## src/rtl/ours_axi4_b_rr_resp_router.sv

```systemverilog
// Routes returning AXI4 B beats to the write master whose AW was granted, in AW order.
// Head-of-queue B stalls until its owner is ready; AW push is back-pressured once the tracker is full.

module icg #(
    parameter int BACKEND_DOMAIN = 0
) (
    input  logic clk,
    input  logic en,
    input  logic tst_en,
    output logic clkg
);
    logic en_lat;

    if (BACKEND_DOMAIN < 0) begin : g_bad_domain
        $error("icg: BACKEND_DOMAIN must be non-negative");
    end

    // Enable is captured while clk is low so clkg cannot glitch during the high phase.
    always_latch begin
        if (!clk) en_lat = en | tst_en;
    end

    assign clkg = clk & en_lat;
endmodule

module ours_axi4_b_rr_resp_router #(
    parameter int BACKEND_DOMAIN  = 0,
    parameter int N_INPUT         = 2,
    parameter int B_WIDTH         = 2,
    parameter int MAX_OUTSTANDING = 4,
    parameter int CNT_W           = $clog2(MAX_OUTSTANDING + 1)
) (
    input  logic                             clk,
    input  logic                             rstn,
    input  logic                             aw_push,
    input  logic [N_INPUT-1:0]               aw_src,
    output logic                             aw_push_rdy,
    input  logic                             master_bvld,
    input  logic [B_WIDTH-1:0]               master_b,
    output logic                             master_brdy,
    output logic [N_INPUT-1:0]               slave_bvld,
    output logic [N_INPUT-1:0][B_WIDTH-1:0]  slave_b,
    input  logic [N_INPUT-1:0]               slave_brdy,
    output logic [CNT_W-1:0]                 outstanding,
    output logic                             err_unexp_b,
    output logic                             err_bad_src,
    output logic                             clk_en
);
    localparam int IDX_W = (N_INPUT > 1) ? $clog2(N_INPUT) : 1;
    localparam int PTR_W = (MAX_OUTSTANDING > 1) ? $clog2(MAX_OUTSTANDING) : 1;

    if (N_INPUT < 1) begin : g_bad_n
        $error("N_INPUT must be >= 1");
    end
    if (MAX_OUTSTANDING < 1) begin : g_bad_depth
        $error("MAX_OUTSTANDING must be >= 1");
    end

    logic             clkg;
    logic [IDX_W-1:0] mem [MAX_OUTSTANDING];
    logic [PTR_W-1:0] wr_ptr;
    logic [PTR_W-1:0] rd_ptr;
    logic [CNT_W-1:0] count;
    logic             empty;
    logic             full;
    logic             push_acc;
    logic             pop;
    logic [IDX_W-1:0] src_idx;
    logic [IDX_W-1:0] head;
    logic [N_INPUT-1:0] head_oh;

    assign clk_en = ~rstn | aw_push | ~empty | master_bvld;

    icg #(
        .BACKEND_DOMAIN(BACKEND_DOMAIN)
    ) u_icg (
        .clk    (clk),
        .en     (clk_en),
        .tst_en (1'b0),
        .clkg   (clkg)
    );

    assign empty       = (count == '0);
    assign full        = (count == CNT_W'(MAX_OUTSTANDING));
    assign aw_push_rdy = ~full;
    assign outstanding = count;
    assign push_acc    = aw_push & aw_push_rdy;

    // Lowest set bit wins; an all-zero grant falls back to index 0.
    always_comb begin
        src_idx = '0;
        for (int i = N_INPUT - 1; i >= 0; i--) begin
            if (aw_src[i]) src_idx = IDX_W'(i);
        end
    end

    assign head = mem[rd_ptr];

    always_comb begin
        head_oh = '0;
        for (int i = 0; i < N_INPUT; i++) begin
            head_oh[i] = (head == IDX_W'(i));
        end
    end

    always_comb begin
        for (int i = 0; i < N_INPUT; i++) begin
            slave_b[i] = master_b;
        end
    end

    assign slave_bvld  = {N_INPUT{master_bvld & ~empty}} & head_oh;
    assign master_brdy = ~empty & (|(head_oh & slave_brdy));
    assign pop         = master_bvld & master_brdy;

    always_ff @(posedge clkg) begin
        if (push_acc) mem[wr_ptr] <= src_idx;
    end

    always_ff @(posedge clkg) begin
        if (!rstn) begin
            wr_ptr <= '0;
            rd_ptr <= '0;
            count  <= '0;
        end else begin
            if (push_acc) begin
                wr_ptr <= (wr_ptr == PTR_W'(MAX_OUTSTANDING - 1)) ? '0 : wr_ptr + 1'b1;
            end
            if (pop) begin
                rd_ptr <= (rd_ptr == PTR_W'(MAX_OUTSTANDING - 1)) ? '0 : rd_ptr + 1'b1;
            end
            if (push_acc && !pop) begin
                count <= count + 1'b1;
            end else if (pop && !push_acc) begin
                count <= count - 1'b1;
            end
        end
    end

    // Both flags only set while clk_en is high, so the gated clock never misses them.
    always_ff @(posedge clkg) begin
        if (!rstn) begin
            err_unexp_b <= 1'b0;
            err_bad_src <= 1'b0;
        end else begin
            if (master_bvld && empty) err_unexp_b <= 1'b1;
            if (push_acc && !$onehot(aw_src)) err_bad_src <= 1'b1;
        end
    end
endmodule

```

## config.mk

```make
export PLATFORM = sky130hd
export DESIGN_NAME = ours_axi4_b_rr_resp_router
export DESIGN_NICKNAME = d
export VERILOG_FILES = /design/src/rtl/ours_axi4_b_rr_resp_router.sv
export SDC_FILE = /design/constraint.sdc
export NUM_CORES = 1
export LEC_CHECK = 0
export ABC_AREA = 1
export CAP_MARGIN = 10
export CORE_UTILIZATION = 42
export DETAILED_ROUTE_END_ITERATION = 10
export PLACE_DENSITY = 0.73
export SYNTH_ARGS = -nofsm -noshare
export SYNTH_HDL_FRONTEND = slang
export SYNTH_SLANG_ARGS = --single-unit
```

## constraint.sdc

```tcl
create_clock -name vclk -period 0.8
set_input_delay 0.16 -clock vclk [all_inputs]
set_output_delay 0.16 -clock vclk [all_outputs]
set_load 0.005 [all_outputs]
```

==> impl_metrics.tcl <==
set metrics [dict create \
    status "complete, but fails checks" \
    violations "setup timing" \
    drive_gt1_share_pct 28.9 \
    unconstrained_endpoints 26 \
    place_inst 154 \
    num_vias 691 \
    synth_most_common_cell "inv_1" \
    hold_depth 0 \
    nets 148 \
    core_um2 1960 \
    ys_ff_latch 16 \
    critPathRequiredTime_ps 640 \
    start_util_pct 44.6 \
    ios 24 \
    ctsHoldBuffers 0 \
    drv_cap 0 \
    drt-pass1-iter-count 4 \
    drt_wl_total_mm 1.57 \
    vdd_drop_max_mv 0.203 \
    synth_nets 125 \
    hold_path.class "in -> out" \
    rsz0062_at_grt "yes" \
    drc 0 \
    min_period_ps 896 \
    n_fill_cell 202 \
    fin_ws_ps -95.7 \
    synth_top_area_cell "dfxtp_1" \
    maxSlewViolCount 0 \
    power_density_nw_per_um2 299 \
    max_freq_ghz 1.12 \
    die_x_um 47.6 \
    grt_overflow_total 0 \
    syn_inst 107 \
    fp-row-count 16 \
    grt_pass1_wl_mm 2.40 \
    ys_types 21 \
    synth-edff-count 4 \
    dp_hpwl_mm 1.27 \
    holdWs_ps 320 \
    yosysTopAreaCellShare_pct 25.2 \
    p_leak_nw 0.518 \
    cp.arrival_ps 740 \
    synth_area_um2 875 \
    die_h_um 47.6 \
    grt_usage_pct 14.3 \
    crit_path_end_kind "output pin" \
    drtAntennaViolNets 0 \
    vias_per_cell 4.46 \
    fin_util_pct 56.2 \
    worstHoldStart "master_b[0]" \
    slew-limit-headroom_pct 73.7 \
    hold_viol_final 0 \
    synth-main-ff-cell "dfxtp_1" \
    finalCritPeriodShare_pct 112 \
    grt_max_degree 16 \
    fin_cells 155 \
    unclocked_regs 16 \
    synth_area_leaders "dfxtp_1 25%, edfxtp_1 14%, inv_1 11%" \
    setup_viol 1 \
    first_global_vias 614 \
    drtIter0Drc 25 \
    antenna_found_initial 0 \
    yosysWarnings 0 \
    numPortBuffers 18 \
    place.gp.congestion 0.757 \
    worst_setup_path_start_kind "input pin" \
    worstHoldEndpoint "slave_b[2]" \
    synthTopCellsByCount "26 x inv_1, 12 x nand2_1, 11 x dfxtp_1, 10 x a21oi_1" \
    critical_path_class "in -> out" \
    dieArea_um2 2270 \
    synthArstFlopShare_pct 0 \
    antennaDiodeCount 0 \
    area_growth_pct 26.0 \
    avgSynthCellArea_um2 8.17 \
    max_slew.worst_pin.slew_ps 393 \
    worst-path-max-fanout 2 \
    total_power_mw 0.329 \
    routedWlPerCell_um 10.1 \
]
metal layers:
layer	track usage [%]	wire, um
met5	0	0
met3	0	57
met2	29.0	829
met1	17.9	681
met4	0	0
repair_timing:
action                                  in CTS  in global routing
pin swaps                                    5                  1
endpoints found under the setup margin       4                  3
setup buffers                                1                  0
resized for setup                           45                  2
placed cells by master, fill, tap and decap left out, drive strengths merged:
| cell type | count |
|---|---|
| fa | 1 |
| nor3 | 2 |
| edfxtp | 4 |
| buf | 16 |
| inv | 27 |
| a21oi | 10 |
| nand2 | 17 |
| clkdlybuf4s50 | 9 |
| dlxtn | 1 |
| or2 | 1 |
| nand3 | 8 |
| a211oi | 1 |
| nor2 | 8 |
| dfxtp | 11 |
| o21ai | 5 |
| ha | 7 |
area by class of cell:
cell class | count | area [um2] | area share [%]
repair buffers | 25 | 198 | 17.9
inverters | 27 | 101 | 9.19
multi-input cells | 60 | 414 | 37.6
well taps | 27 | 33.8 | 3.06
flip-flops and latches | 16 | 355 | 32.2
where the power goes:
group | total (mW) | switching (mW) | internal, mW | leakage [nW]
logic | 0.252 | 0.135 | 0.117 | 0.381
registers | 0.0777 | 0.0102 | 0.0675 | 0.137
clock network | 0 | 0 | 0 | 0
total | 0.329 | 0.145 | 0.185 | 0.518
worst max-delay path, cell delays in order:
cell	delay, ps
buf_6	100
buf_6	110
nor3_4	140
nand2_1	80
buf_2	150
through the flow:
stage | worst slack, ps | instance area (um2) | setup TNS (ps)
global route | -143 | 1100 | -224
CTS | -126 | 1110 | -126
detailed placement | -881 | 1100 | -3310
floorplan | 93.7 | 875 | 0
global placement | -837 | 1100 | -3170
finish | -95.7 | 1100 | -95.7
worst max path at each step:
stage	from	end	slack, ps	cells past startpoint
after detailed placement	master_bvld	slave_bvld[0]	-880	6
after floorplan	master_bvld	slave_bvld[0]	90	4
after global placement	master_bvld	slave_bvld[0]	-840	6
final	master_bvld	clk_en	-100	5
after global routing	master_bvld	clk_en	-140	5
after CTS	master_bvld	clk_en	-130	5
kinds of logic (layout without fill, tap and decap cells):
logic type               count (synthesis)  count (layout)  synth area share [%]
AO/OA/AOI/OAI                           16              16                  9.44
adder cells (fa/ha/maj)                  8               8                  12.3
buffers and inverters                   31              52                  15.0
flip-flops                              15              15                  38.9
latches                                  1               1                  1.72
AND/OR/NAND/NOR                         36              36                  22.6
Power figures use the tool's default switching activity.
